[src/rtl/ctrl_defs.sv]
// Shared definitions for the multicycle controller: state encoding, decode constants.
// Latency: n/a (package only).
// Backpressure: n/a.
//
// Holds the FSM state type, the opcode/funct values the decoder recognises,
// ALU command codes and the mux select codes driven onto the datapath.
package ctrl_defs;

    typedef enum logic [3:0] {
        S_FETCH    = 4'd0,
        S_DECODE   = 4'd1,
        S_MEM_ADDR = 4'd2,
        S_MEM_RD   = 4'd3,
        S_MEM_WB   = 4'd4,
        S_MEM_WR   = 4'd5,
        S_EXEC_R   = 4'd6,
        S_WB_R     = 4'd7,
        S_EXEC_I   = 4'd8,
        S_WB_I     = 4'd9,
        S_BRANCH   = 4'd10,
        S_JUMP     = 4'd11,
        S_JAL      = 4'd12,
        S_JR       = 4'd13,
        S_HALT     = 4'd14
    } state_t;

    // Opcodes (IR[31:26])
    localparam logic [5:0] OP_RTYPE = 6'h00;
    localparam logic [5:0] OP_J     = 6'h02;
    localparam logic [5:0] OP_JAL   = 6'h03;
    localparam logic [5:0] OP_BNE   = 6'h05;
    localparam logic [5:0] OP_ADDI  = 6'h08;
    localparam logic [5:0] OP_XORI  = 6'h0E;
    localparam logic [5:0] OP_LW    = 6'h23;
    localparam logic [5:0] OP_SW    = 6'h2B;

    // R-type function codes (IR[5:0])
    localparam logic [5:0] FN_JR  = 6'h08;
    localparam logic [5:0] FN_ADD = 6'h20;
    localparam logic [5:0] FN_SUB = 6'h22;
    localparam logic [5:0] FN_SLT = 6'h2A;

    // ALU command codes (sized to the ALU_W parameter at the point of use)
    localparam int ALU_ADD = 0;
    localparam int ALU_SUB = 1;
    localparam int ALU_XOR = 2;
    localparam int ALU_SLT = 3;

    // Memory address select
    localparam logic IORD_PC  = 1'b0;
    localparam logic IORD_ALU = 1'b1;

    // Register destination select
    localparam logic [1:0] DST_RT  = 2'd0;
    localparam logic [1:0] DST_RD  = 2'd1;
    localparam logic [1:0] DST_R31 = 2'd2;

    // Writeback source select
    localparam logic [1:0] WB_ALU = 2'd0;
    localparam logic [1:0] WB_MDR = 2'd1;
    localparam logic [1:0] WB_PC  = 2'd2;

    // ALU operand selects
    localparam logic       SRCA_PC  = 1'b0;
    localparam logic       SRCA_RS  = 1'b1;
    localparam logic [1:0] SRCB_RT  = 2'd0;
    localparam logic [1:0] SRCB_4   = 2'd1;
    localparam logic [1:0] SRCB_IMM = 2'd2;
    localparam logic [1:0] SRCB_BR  = 2'd3;

    // PC next select
    localparam logic [1:0] PC_ALU    = 2'd0;
    localparam logic [1:0] PC_ALUOUT = 2'd1;
    localparam logic [1:0] PC_JTGT   = 2'd2;
    localparam logic [1:0] PC_RS     = 2'd3;

endpackage

[src/rtl/alu_decode.sv]
// ALU command decode from controller state plus instruction fields.
// Latency: combinational, zero cycles.
// Backpressure: none.
//
// Ports: state_i (current FSM state), opcode_i / funct_i (IR fields),
//        alu_cmd_o (ALU command, ADD whenever the state does not name one).
module alu_decode
    import ctrl_defs::*;
#(
    parameter int ALU_W = 3
) (
    input  state_t           state_i,
    input  logic [5:0]       opcode_i,
    input  logic [5:0]       funct_i,
    output logic [ALU_W-1:0] alu_cmd_o
);

    always_comb begin
        alu_cmd_o = ALU_W'(ALU_ADD);
        case (state_i)
            S_EXEC_R: begin
                case (funct_i)
                    FN_SUB:  alu_cmd_o = ALU_W'(ALU_SUB);
                    FN_SLT:  alu_cmd_o = ALU_W'(ALU_SLT);
                    default: alu_cmd_o = ALU_W'(ALU_ADD);
                endcase
            end
            S_EXEC_I: begin
                if (opcode_i == OP_XORI) begin
                    alu_cmd_o = ALU_W'(ALU_XOR);
                end
            end
            S_BRANCH: alu_cmd_o = ALU_W'(ALU_SUB);
            default:  alu_cmd_o = ALU_W'(ALU_ADD);
        endcase
    end

endmodule

[src/rtl/multicycle_control.sv]
// Moore control FSM for a multicycle MIPS-like datapath.
// Latency: LW 5 cycles; SW/R-type/ADDI/XORI 4; BNE/J/JAL/JR 3; illegal ops park in HALT.
// Backpressure: none; the datapath is assumed to complete every step in one cycle.
//
// Ports: clk, reset (sync, active-high); opcode/funct (IR fields, held stable
//        from DECODE until the next FETCH); zero (ALU flag, used only in BRANCH);
//        datapath enables/selects; alu_cmd; halt (sticky illegal-instruction flag).
module multicycle_control
    import ctrl_defs::*;
#(
    parameter int ALU_W = 3
) (
    input  logic             clk,
    input  logic             reset,
    input  logic [5:0]       opcode,
    input  logic [5:0]       funct,
    input  logic             zero,
    output logic             pc_write,
    output logic             ir_write,
    output logic             iord,
    output logic             mem_we,
    output logic             reg_we,
    output logic [1:0]       reg_dst,
    output logic [1:0]       mem_to_reg,
    output logic             alu_src_a,
    output logic [1:0]       alu_src_b,
    output logic [ALU_W-1:0] alu_cmd,
    output logic [1:0]       pc_src,
    output logic             halt
);

    state_t state_q, state_d;

    // Raw state decode before reset masking of the enables.
    logic pc_write_raw, ir_write_raw, mem_we_raw, reg_we_raw, halt_raw;

    always_comb begin
        state_d = state_q;
        case (state_q)
            S_FETCH:  state_d = S_DECODE;
            S_DECODE: begin
                case (opcode)
                    OP_LW, OP_SW:     state_d = S_MEM_ADDR;
                    OP_RTYPE: begin
                        case (funct)
                            FN_JR:                  state_d = S_JR;
                            FN_ADD, FN_SUB, FN_SLT: state_d = S_EXEC_R;
                            default:                state_d = S_HALT;
                        endcase
                    end
                    OP_ADDI, OP_XORI: state_d = S_EXEC_I;
                    OP_BNE:           state_d = S_BRANCH;
                    OP_J:             state_d = S_JUMP;
                    OP_JAL:           state_d = S_JAL;
                    default:          state_d = S_HALT;
                endcase
            end
            S_MEM_ADDR: state_d = (opcode == OP_SW) ? S_MEM_WR : S_MEM_RD;
            S_MEM_RD:   state_d = S_MEM_WB;
            S_EXEC_R:   state_d = S_WB_R;
            S_EXEC_I:   state_d = S_WB_I;
            S_MEM_WB, S_MEM_WR, S_WB_R, S_WB_I,
            S_BRANCH, S_JUMP, S_JAL, S_JR: state_d = S_FETCH;
            S_HALT:     state_d = S_HALT;
            default:    state_d = S_HALT;
        endcase
    end

    always_ff @(posedge clk) begin
        if (reset) begin
            state_q <= S_FETCH;
        end else begin
            state_q <= state_d;
        end
    end

    // Output decode: every output is a function of state_q alone, with the
    // single exception of pc_write in BRANCH, which follows !zero.
    always_comb begin
        pc_write_raw = 1'b0;
        ir_write_raw = 1'b0;
        mem_we_raw   = 1'b0;
        reg_we_raw   = 1'b0;
        halt_raw     = 1'b0;
        iord         = IORD_PC;
        reg_dst      = DST_RT;
        mem_to_reg   = WB_ALU;
        alu_src_a    = SRCA_PC;
        alu_src_b    = SRCB_RT;
        pc_src       = PC_ALU;
        case (state_q)
            S_FETCH: begin
                ir_write_raw = 1'b1;
                pc_write_raw = 1'b1;
                alu_src_b    = SRCB_4;
            end
            S_DECODE:   alu_src_b = SRCB_BR;
            S_MEM_ADDR: begin
                alu_src_a = SRCA_RS;
                alu_src_b = SRCB_IMM;
            end
            S_MEM_RD:   iord = IORD_ALU;
            S_MEM_WB: begin
                reg_we_raw = 1'b1;
                mem_to_reg = WB_MDR;
            end
            S_MEM_WR: begin
                mem_we_raw = 1'b1;
                iord       = IORD_ALU;
            end
            S_EXEC_R:   alu_src_a = SRCA_RS;
            S_WB_R: begin
                reg_we_raw = 1'b1;
                reg_dst    = DST_RD;
            end
            S_EXEC_I: begin
                alu_src_a = SRCA_RS;
                alu_src_b = SRCB_IMM;
            end
            S_WB_I:     reg_we_raw = 1'b1;
            S_BRANCH: begin
                alu_src_a    = SRCA_RS;
                pc_src       = PC_ALUOUT;
                pc_write_raw = ~zero;
            end
            S_JUMP: begin
                pc_write_raw = 1'b1;
                pc_src       = PC_JTGT;
            end
            S_JAL: begin
                reg_we_raw   = 1'b1;
                reg_dst      = DST_R31;
                mem_to_reg   = WB_PC;
                pc_write_raw = 1'b1;
                pc_src       = PC_JTGT;
            end
            S_JR: begin
                pc_write_raw = 1'b1;
                pc_src       = PC_RS;
            end
            S_HALT:     halt_raw = 1'b1;
            default:    halt_raw = 1'b0;
        endcase
    end

    // Reset masks the enables combinationally so nothing is written while it
    // is held, even before the first edge has loaded a known state.
    assign pc_write = pc_write_raw & ~reset;
    assign ir_write = ir_write_raw & ~reset;
    assign mem_we   = mem_we_raw   & ~reset;
    assign reg_we   = reg_we_raw   & ~reset;
    assign halt     = halt_raw     & ~reset;

    alu_decode #(
        .ALU_W (ALU_W)
    ) u_alu_decode (
        .state_i   (state_q),
        .opcode_i  (opcode),
        .funct_i   (funct),
        .alu_cmd_o (alu_cmd)
    );

endmodule

[config.mk]
export PLATFORM = sky130hd
export DESIGN_NAME = multicycle_control
export DESIGN_NICKNAME = d
export VERILOG_FILES = /design/src/rtl/ctrl_defs.sv /design/src/rtl/alu_decode.sv /design/src/rtl/multicycle_control.sv
export SDC_FILE = /design/constraint.sdc
export NUM_CORES = 1
export LEC_CHECK = 0
export ABC_AREA = 0
export BUFFER_PORTS_ARGS = -buffer_cell sky130_fd_sc_hd__buf_2
export CORE_MARGIN = 10
export CORE_UTILIZATION = 50
export DETAILED_ROUTE_END_ITERATION = 10
export GPL_ROUTABILITY_DRIVEN = 0
export GPL_TIMING_DRIVEN = 0
export PLACE_DENSITY_LB_ADDON = 0.12
export SYNTH_ARGS = -nofsm -noshare
export SYNTH_HDL_FRONTEND = slang
export SYNTH_HIERARCHICAL = 1
export SYNTH_SLANG_ARGS = --single-unit
[constraint.sdc]
create_clock -name clk -period 3.7 [get_ports clk]
set_input_delay 0.555 -clock clk [delete_from_list [all_inputs] [get_ports clk]]
set_output_delay 0.555 -clock clk [all_outputs]
set_load 0.01 [all_outputs]
Word level (Yosys, flattened, before mapping):

Cells that the tools add are included.

* register bits: 4
* bits in latches: 0
* bits in writable memories: 0
* ROM bits: 0
* input port bits: 15
* output and inout port bits: 18
* word-level logic and storage cells: 63
* memories kept: 0

* add/subtract/negate cells: 0
* multiply operators: 0
* divide/modulo/power cells: 0
* $lt $le $gt $ge: 0
* eq/ne operators: 25
* shift-type cells: 0
* muxes and demuxes: 18
* bitwise gates (word level): 7
* reduce and logical (&&, ||, !) cells: 12

Operator list (number)
* 6-bit equality test (second input constant): 5
* 4-bit equality test (second input constant): 7
* 4-bit case mux with 7 select lines: 1
* 4-bit case mux with 6 select lines: 1
* 6-bit by 4-bit equality test with 1-bit output (second input constant): 3
* 4-bit by 3-bit equality test with 1-bit output (second input constant): 4
* 6-bit by 2-bit equality test with 1-bit output (second input constant): 2
* 2-bit case mux with 2 select lines: 3
* 2-bit case mux with 3 select lines: 2
* 4-bit OR reduction: 3
* 2-bit OR reduction: 5
* 3-bit case mux with 3 select lines: 1
* 4-bit by 2-bit equality test with 1-bit output (second input constant): 2
* 4-bit case mux with 2 select lines: 1
* 8-bit OR reduction: 1
* 6-bit by 3-bit equality test with 1-bit output (second input constant): 1
* 6-bit zero test: 1
* 1-bit two-way mux: 6
* 1-bit bitwise AND: 5
* 4-bit by 1-bit equality test with 1-bit output (second input constant): 1
* 4-bit zero test: 1
* 3-bit two-way mux: 1
* 3-bit OR reduction: 1
* 2-bit two-way mux: 1
* 2 further kinds: 3

Longest topological paths before layout:

* depth in word-level cells: 5
* mapped depth: 5
* depth with buffers taken out: 4

Modules after synthesis:

Netlist, hierarchy kept.

By module, submodules not included
* multicycle_control: times used 1, cells an instance 97, area each 659.4 um^2, sequential area each 80.1 um^2
* alu_decode: times used 1, cells an instance 12, area each 97.6 um^2, sequential area each 0.0 um^2

Least setup slack after synthesis:

No wires, ideal clock.

* path kind: input to register
* start point: in opcode[2]
* end point: reg state_q[1]
* setup time: 0.095 ns
* arrival: 1.873 ns
* data required time: 3.605 ns
* path slack: 1.731 ns
* cell stages on the path: 5
* path buffers: 1
* path through: buf_4 -> or4_4 -> a2111o_1 -> a311o_1 -> o311ai_1

* word-level cells in the longest chain between the ends: 4
* elaborated cells between the ends (all ways): 13
* those cells by class: eq/ne: 7; mux: 3; reduce/logical: 3

Ends and longest elaborated chain
* start, declared: line multicycle_control.sv:15 `input logic [5:0] opcode,`
* 6-bit by 4-bit equality test with 1-bit output (tied with other cells): line multicycle_control.sv:42 `case (opcode)`
* 2-bit OR reduction: line multicycle_control.sv:42
* 4-bit case mux with 6 select lines: line multicycle_control.sv:42
* 4-bit case mux with 7 select lines *: line multicycle_control.sv:39 `case (state_q)`
* end signal, assigned: line multicycle_control.sv:73 `state_q <= state_d;`
* end, declared: line multicycle_control.sv:32 `state_t state_q, state_d;`

Mark *: on every way between the ends. The rest lies on a longest branch, timed or not.
A chain may end at the register's enable or synchronous reset.

Final worst setup path:

* start point: reg state_q[1]
* end point: out reg_we

* word-level cells in the longest chain between the ends: 4
* elaborated cells between the ends (all ways): 7
* those cells by class: eq/ne: 4; mux: 1; bitwise: 1; reduce/logical: 1

Ends and longest elaborated chain
* 4-bit equality test or 4-bit by 3-bit equality test with 1-bit output (tied branches): line multicycle_control.sv:91 `case (state_q)`
* 4-bit OR reduction (no source line) *
* 1-bit two-way mux *: line multicycle_control.sv:91
* 1-bit bitwise AND *: line multicycle_control.sv:151 `assign reg_we = reg_we_raw & ~reset;`
* end, declared: line multicycle_control.sv:22 `output logic reg_we,`

Marked as above.

==> reports/metrics.csv <==
stage,metric,value,unit
place,placed insts,154,
drt,First-pass DRT Iterations,4,
timing,Slew Limit Fails,0,
timing,Min Hold Slack,0.652,ns
setup_path,Critical R2R Launch,state_q[3],
drt,vias per cell,5.93,
timing,Max Clk Rate,430,MHz
timing,min cycle time layout,2.33,ns
clock_tree,CTS root buf,clkbuf_4,
drt,Iter 0 DRT Violations,31,
die,die area,3470,sq um
worst_hold_path,worst hold path depth,3,
die,I/O pin cnt,33,
worst_hold_path,WHS Endpoint,state_q[2],
timing,period utilization,0.628,
layout,Final nets,159,
setup_path,reg2reg path depth,3,
synthesis,syn avg cell area,6.94,sq um
power,NetSw,0.289,mW
die,initial core utilization,0.554,
timing,Fin Setup TNS,0,ns
job,MaxCap Viol Count,0,
layout,most frequent cells in the layout,"31 x buf_2, 9 x nand2b_1, 9 x nor2_1",
synthesis,post-synth cell types,49,
power,Peak VDD IR,0.391,mV
setup_path,crit path max fanout,10,
synthesis,Post-synth EDFFs,0,
worst_hold_path,HP Class,primary input to register,
synthesis,ys async rst share,0,
setup_path,"Largest stage delay, worst path",0.46,ns
place,port buffer count,30,
setup_path,cell mode on critical path,nor2_1,
clock_tree,post_cts resized,0,
global_routing,first-pass GRT wire length,3870,um
synthesis,synthesized cell area,757,sq um
layout,area grow syn2layout,25.3,%
layout,fin cells,157,
layout,share of cells above drive strength 1,0.303,
synthesis,"Seq/Total Area, Yosys",0.106,
layout,"commonest non-fill, non-tap cell in the layout",buf_2,
power,Net Sw Frac,0.524,
power,Total Power,0.552,mW
setup_path,crit path buf inv count,2,
global_routing,vias in the first global route,900,
layout,post-layout util,0.694,
setup_path,CP Data Arrival Time,1.77,ns
die,core area,1370,sq um
global_routing,GRT Total Usage,0.133,
timing,RSZ-0062 raised after global routing,no,
synthesis,Post-Syn Nets,124,
timing,# setup viols final,0,
setup_path,Critical Path RT,3.14,ns
synthesis,Synth warnings,6,
layout,# diodes,0,
drt,highest routed layer,met3,
layout,Top Registers,state_q x4,
drt,"wirelength, routed",2480,um
drt,Wirelength per Cell,15.8,um
clock_tree,"Reg clk slew, reported paths",0.04,ns
synthesis,Post-Synthesis Cells,109,
die,Die Span X,58.9,um
clock_tree,later-pin clock latency in the skew report,0.25,ns
synthesis,main flop type after synthesis,dfxtp_1,
worst_hold_path,hold path start,opcode[4],
setup_path,worst r2r dst,state_q[0],
setup_path,crit-path cells,buf_1 -> nand2b_1 -> nor2_1 -> a21oi_1 -> nor2_1 -> buf_2,
global_routing,largest net degree at the start of global routing,11,
drt,DR WL met2,1220,um
timing,Clock Skews,0.00978,ns
power,clock group share of total power,0.103,
place,Final HPWL DP,1950,um
clock_tree,Num CTS Buffers,3,
drt,"antenna viol nets, final",0,
run_status,status,"complete, no violations",
setup_path,Crit Path Class,register to output port,
setup_path,Top delay family on crit path,buffers and inverters,
clock_tree,Post-CTS Setup Bufs,0,
power,PwrDens,582,nW/um^2
synthesis,"FF+latch count, synth",4,
drt,M1 WL,1000,um
clock_tree,hold_buf cts,0,
timing,final hold violations,0,
die,Site Rows,13,
clock_tree,# H-tree levels,1,
setup_path,Worst setup SP type,register,
power,internal power,0.263,mW
setup_path,CP Capture Type,output port,
power,part of the power in combinational logic,0.715,
setup_path,Crit path depth,6,
setup_path,slowest CP cell,dfxtp_1,
clock_tree,Max clock buf depth,2,
power,Pleak,0.401,nW
layout,Top reg by flops,state_q,
setup_path,flop-to-flop setup slack,2.11,ns
drt,DRC violations left,0,
drt,vias after detailed routing,931,
clock_tree,clk sinks,4,
global_routing,initial antenna violation count,0,
power,Seq pwr share,0.182,
layout,max reg flops,4,
die,Die Y,58.9,um
global_routing,grt ovf,0,
drt,DR WL met3,257,um
clock_tree,CTS tree,done,
## worst max-delay path by stage
stage                     from            to  slack (ns)
detailed placement   opcode[2]    state_q[1]        1.51
global route        state_q[0]      pc_write        1.26
finish              state_q[1]        reg_we        1.37
floorplan            opcode[2]    state_q[1]        1.73
global placement     opcode[2]    state_q[1]        1.57
CTS                 state_q[1]  alu_src_b[1]        1.38
## per-layer routing
metal / up-vias / global-route usage
li1: 472 / -
met1: 420 / 0.145
met2: 39 / 0.237
met3: 0 / 0.0558
met4: 0 / 0.0164
met5: - / 0
## through the flow
step                      setup slack [ns]  cell area, sq um
after global placement                1.57               926
after detailed placement              1.51               926
final                                 1.37               948
after floorplan                       1.73               757
after global routing                  1.26               948
after CTS                             1.38               948
## worst reg2reg max path: cells and delay by family, from the launching register on
family / cells / cell delay [ns]
flops: 1 / 0.39
simple gates: 1 / 0.62
compound gates: 2 / 0.51
## synthesized netlist by cell type, types with 2 or more instances
| cell | instances | area [sq um] |
|---|---|---|
| inv_1 | 2 | 7.51 |
| o211ai_1 | 2 | 15.0 |
| o21ai_0 | 5 | 25.0 |
| nand4b_1 | 2 | 17.5 |
| dfxtp_1 | 4 | 80.1 |
| o311ai_0 | 2 | 17.5 |
| nor3b_1 | 3 | 22.5 |
| buf_4 | 2 | 15.0 |
| and2_1 | 2 | 12.5 |
| nor2b_1 | 3 | 18.8 |
| nand2_1 | 7 | 26.3 |
| and4b_1 | 2 | 20.0 |
| clkbuf_1 | 6 | 22.5 |
| nand3b_1 | 2 | 15.0 |
| a211oi_1 | 2 | 15.0 |
| nand2b_1 | 9 | 56.3 |
| nor2_1 | 9 | 33.8 |
| nor3_1 | 7 | 35.0 |
| a21oi_1 | 8 | 40.0 |
## cells by family (layout without fill, tap and decap cells)
logic type,after synthesis,after routing,share of synthesized area
AOI/OAI and AO/OA,30,30,0.288
DFF,4,4,0.106
other,1,1,0.00495
xor gates and xnor gates,2,2,0.0231
and+or+nand+nor,59,59,0.493
buffers and inverters,13,46,0.0859
## final cells by class
type                       count  area [sq um]
inverter                       2          7.51
buffer                        11          57.6
timing repair buffer          30           150
clock buffer                   3          22.5
tap                           15          18.8
fill                         133           418
sequential                     4          80.1
multi-input combinational     92           612
## power by group through the flow
stage	clock [mW]	combinational, mW	sequential [mW]
3_3_place_gp	0	0.374	0.0996
6_report	0.0571	0.395	0.100
5_1_grt	0.0602	0.431	0.103
2_1_floorplan	0	0.274	0.0868
3_5_place_dp	0	0.393	0.0994
4_1_cts	0.0573	0.393	0.0991
Power figures use the tool's default switching activity.
